### src/rtl/wb_stage.sv
// Write-back stage: holds one MEM/WB entry, commits it into the architectural
// register file, and serves decode read ports with write-through bypass.
module wb_stage #(
   parameter int XLEN  = 32,
   parameter int NREG  = 32,
   parameter int CNT_W = 64
) (
   input  logic             clk,
   input  logic             rst,
   input  logic             in_valid,
   output logic             in_ready,
   input  logic [XLEN-1:0]  in_pc,
   input  logic [4:0]       in_rd,
   input  logic             in_reg_wen,
   input  logic             in_load_valid,
   input  logic [XLEN-1:0]  in_alu_data,
   input  logic [XLEN-1:0]  in_mem_data,
   input  logic             hold,
   input  logic [4:0]       rs1_addr,
   input  logic [4:0]       rs2_addr,
   output logic [XLEN-1:0]  rs1_data,
   output logic [XLEN-1:0]  rs2_data,
   output logic             fwd_valid,
   output logic [4:0]       fwd_rd,
   output logic [XLEN-1:0]  fwd_data,
   output logic             retire_valid,
   output logic [XLEN-1:0]  retire_pc,
   output logic [CNT_W-1:0] retire_count
);

   // state | meaning
   // EMPTY | no entry held; always ready
   // FULL  | entry held; commits on any cycle without hold
   typedef enum logic {EMPTY = 1'b0, FULL = 1'b1} state_t;

   state_t            state;
   logic [XLEN-1:0]   pc_q;
   logic [4:0]        rd_q;
   logic              reg_wen_q;
   logic [XLEN-1:0]   wb_data_q;
   logic [XLEN-1:0]   regs [NREG];

   logic valid_q;
   logic commit;
   logic commit_wr;
   logic accept;

   assign valid_q   = (state == FULL);
   assign in_ready  = ~valid_q | ~hold;
   assign commit    = valid_q & ~hold;
   assign commit_wr = commit & reg_wen_q & (rd_q != 5'd0);
   assign accept    = in_valid & in_ready;

   always_ff @(posedge clk or negedge rst) begin
      if (!rst) begin
         state        <= EMPTY;
         pc_q         <= '0;
         rd_q         <= '0;
         reg_wen_q    <= 1'b0;
         wb_data_q    <= '0;
         retire_count <= '0;
         for (int i = 0; i < NREG; i++) regs[i] <= '0;
      end else begin
         if (commit) begin
            retire_count <= retire_count + CNT_W'(1);
            if (commit_wr) regs[rd_q] <= wb_data_q;
         end
         // Load data is selected here so MEM only needs to hold it for the accept cycle.
         if (accept) begin
            state     <= FULL;
            pc_q      <= in_pc;
            rd_q      <= in_rd;
            reg_wen_q <= in_reg_wen;
            wb_data_q <= in_load_valid ? in_mem_data : in_alu_data;
         end else if (commit) begin
            state <= EMPTY;
         end
      end
   end

   function automatic logic [XLEN-1:0] read_port(input logic [4:0] addr);
      if (addr == 5'd0)                  return '0;
      else if (commit_wr && addr == rd_q) return wb_data_q;
      else                               return regs[addr];
   endfunction

   always_comb begin
      rs1_data = read_port(rs1_addr);
      rs2_data = read_port(rs2_addr);
   end

   assign retire_valid = commit;
   assign retire_pc    = pc_q;
   assign fwd_valid    = valid_q & reg_wen_q & (rd_q != 5'd0);
   assign fwd_rd       = rd_q;
   assign fwd_data     = wb_data_q;

endmodule

### config.mk
export PLATFORM = sky130hd
export DESIGN_NAME = wb_stage
export DESIGN_NICKNAME = d
export VERILOG_FILES = /design/src/rtl/wb_stage.sv
export SDC_FILE = /design/constraint.sdc
export NUM_CORES = 2
export LEC_CHECK = 0
export ABC_CLOCK_PERIOD_IN_PS = 9000
export BUFFER_PORTS_ARGS = -buffer_cell sky130_fd_sc_hd__buf_2
export CAP_MARGIN = 10
export CORE_MARGIN = 10
export CORE_UTILIZATION = 50
export CTS_CLUSTER_SIZE = 12
export DETAILED_ROUTE_END_ITERATION = 12
export GPL_ROUTABILITY_DRIVEN = 0
export PLACE_DENSITY = 0.67
export SETUP_SLACK_MARGIN = 0.15
export SYNTH_ARGS = -nofsm -noshare
export SYNTH_HDL_FRONTEND = slang
export SYNTH_SLANG_ARGS = --single-unit
### constraint.sdc
create_clock -name clk -period 9 [get_ports clk]
set_input_delay 1.8 -clock clk [delete_from_list [all_inputs] [get_ports clk]]
set_output_delay 1.8 -clock clk [all_outputs]
set_load 0.1 [all_outputs]
==> summary.md <==
| Metric | Value |
|---|---|
| Slowest stage delay, CP | `1.01 ns` |
| Die X | `370.5 µm` |
| Fillers | `9727` |
| Root Driver | `clkbuf_16` |
| Row count | `128` |
| Final hold violations | `0` |
| Number of synthesized flops with an enable pin | `0` |
| Commonest non-fill, non-tap cell in the layout | `dfrtp_1` |
| Antenna viol nets, final | `0` |
| Worst relative slew slack | `18.81%` |
| Layout area overhead | `11.37%` |
| FF+latch area | `0.02900 mm²` |
| Routed WL per cell | `31.29 µm` |
| Vias in the first global route | `40.77k` |
| Critical path class | `input pin to primary output` |
| Skew final | `0.02893 ns` |
| Required time of the worst setup path | `7.20 ns` |
| Initial antenna violation count | `3` |
| Fin nets | `4379` |
| Pwr Density | `259.5 mW/mm²` |
| Multi-input logic area | `0.03047 mm²` |
| Peak VDD IR | `0.2259 mV` |
| Mapped Cells | `4148` |
| Ports | `317` |
| Setup Buffers After CTS | `0` |
| Die height | `370.5 µm` |
| Syn Area/Cell | `14.81 µm²` |
| Setup crit start kind | `input pin` |
| Antenna Cells | `0` |
| Core box area | `0.1219 mm²` |
| Final HPWL DP | `106900 µm` |
| Hold buffers post-CTS | `0` |
| Via density | `6.623` |
| Outcome | `finished, final reports clean` |
| DR DRC count | `0` |
| Actual slew at the worst max-slew pin | `1.215 ns` |
| Crit path DAT | `5.28 ns` |
| GRT Util Overall | `26.98%` |
| Crit path cell chain | `clkbuf_8, xnor2_1, nand4_1, o21bai_4, buf_4, o22ai_1, nor2_1, buf_2` |
| Yosys warns | `0` |
| CTS tree | `built` |
| TritonCTS Buffers | `133` |
| Max cap viols | `0` |
| Final period utilization | `78.65%` |
| Total global routing overflow | `0` |
| Reg clk slew, reported paths | `0.05 ns` |
| RSZ-0062 raised after global routing | `no` |
| Register area share after synthesis | `47.22%` |
| Final min period | `7.079 ns` |
| Hold Crit Class | `flip-flop to flip-flop` |
| Worst skew pair latency | `0.76 ns` |
| Die area | `0.1373 mm²` |
| Total negative setup slack | `0 ns` |
| Seq cells post-synth | `1159` |
| First-pass GRT wire length | `277400 µm` |
| Vias | `39.60k` |
| Syn_nets | `4266` |
| CP endpoint kind | `primary output` |
| Critical-path top delay cell | `o21bai_4` |
| Layout Utilization | `56.13%` |
| Static leakage | `31.10 nW` |
| Clock Sinks | `1159` |
| DRT iter0 DRCs | `3760` |
| Slew Limit Fails | `0` |
| Starting density of the core | `50.40%` |
| Fmax achieved | `141.3 MHz` |
| Detailed Route WL | `187100 µm` |
| Commonest cells after routing, fill and taps aside | `dfrtp_1 (1159), mux2_2 (953), mux4_2 (521)` |
| IO Port Bufs | `316` |
| Ys async rst share | `100.0%` |
| Worst-path fanout max | `73` |
| Clock tree buffer depth | `3` |
| Endpoints failing setup | `0` |
| Predominant post-synthesis flop cell | `dfrtp_1` |
| Htree depth | `4` |
| Synthesized area | `0.06142 mm²` |
| Netlist cell types | `70` |
| DR pass1 iterations | `5` |
| Post-CTS Resized | `0` |
| Largest net degree at the start of global routing | `171` |
| Layout cells sized above 1 | `49.56%` |
## worst paths after layout
| kind | start | end | slack [ns] | cells after the start |
|---|---|---|---|---|
| setup / recovery | rs2_addr[2] | rs2_data[1] | 1.92 | 8 |
| hold / removal | regs[995]$_DFFE_PN0P_ | regs[995]$_DFFE_PN0P_ | 0.39 | 0 |
| setup reg to reg | fwd_rd[2]$_DFFE_PN0P_ | regs[315]$_DFFE_PN0P_ | 5.59 | 5 |
| hold reg to reg | regs[995]$_DFFE_PN0P_ | regs[995]$_DFFE_PN0P_ | 0.39 | 0 |
| max in group asynchronous | rst | regs[936]$_DFFE_PN0P_ | 6.01 | 3 |
| min in group asynchronous | rst | regs[92]$_DFFE_PN0P_ | 1.08 | 1 |
## synth_stat cells (24+ instances only)
master,count,area (µm²)
mux2_1,90,1013
nor2_1,95,356.6
dfrtp_1,1159,29000
mux4_2,521,11730
a21oi_1,46,230.2
mux2_2,953,10730
nand3_1,62,310.3
xnor2_1,54,473.0
o21ai_1,30,150.1
o21ai_0,35,175.2
buf_2,131,655.6
nand2_1,127,476.7
o22ai_1,24,150.1
buf_4,39,292.8
clkbuf_1,220,825.8
buf_1,36,135.1
mux2i_1,219,2192
## report_power, final
part / internal (mW) / switching (mW)
registers: 6.53 / 1.03
clock network: 3.14 / 2.20
logic: 2.36 / 2.49
## metal layers
layer | GRT usage, % | up-vias | routed length (µm)
met2 | 43.16 | 1603 | 89440
met5 | 0 | - | 27
met3 | 4.647 | 404 | 12750
met1 | 36.68 | 21510 | 77070
li1 | - | 16080 | -
met4 | 10.71 | 4 | 7786
## through the flow
stage | setup WS, ns | instance area (µm²) | total power [mW] | std cells | hold slack, ns
after floorplan | 1.863 | 61420 | 11.17 | 4148 | 0.4413
after global placement | 1.983 | 64160 | 12.30 | 5751 | 0.3770
after detailed placement | 1.941 | 64160 | 12.45 | 5751 | 0.3833
after CTS | 1.932 | 68410 | 17.81 | 5979 | 0.3961
after global routing | 1.857 | 68410 | 18.49 | 5979 | 0.4080
final | 1.921 | 68410 | 17.75 | 5979 | 0.3918
## final cells by class
type                            instances  area share, %
Inverter                               10        0.06036
Sequential cell                      1159          42.40
Clock inverter                         35         0.5762
Timing Repair Buffer                  425          3.810
Multi-Input combinational cell       2532          44.54
Clock buffer                          193          5.639
Tap cell                             1625          2.972
## state kept, by name (all words and copies together) (netlist names)
signal,count
fwd_rd,5
retire_pc,32
reg_wen_q,1
state,1
regs,1024
retire_count,64
fwd_data,32
## kinds of logic after synthesis
kind of cell / Yosys count / synth area share [%]
compound gates: 257 / 2.917
xor+xnor: 73 / 1.041
fa+ha+maj: 1 / 0.02037
buf+inv: 457 / 3.550
flops: 1159 / 47.22
mux: 1783 / 41.79
simple gates: 418 / 3.461
## worst max-delay path: cells and delay by family
kind | cells | cell delay (ns)
buffers and inverters | 3 | 1.49
AO/OA/AOI/OAI | 2 | 1.11
AND/OR/NAND/NOR | 2 | 0.58
XOR/XNOR | 1 | 0.23
(Power assumes the default switching activity.)
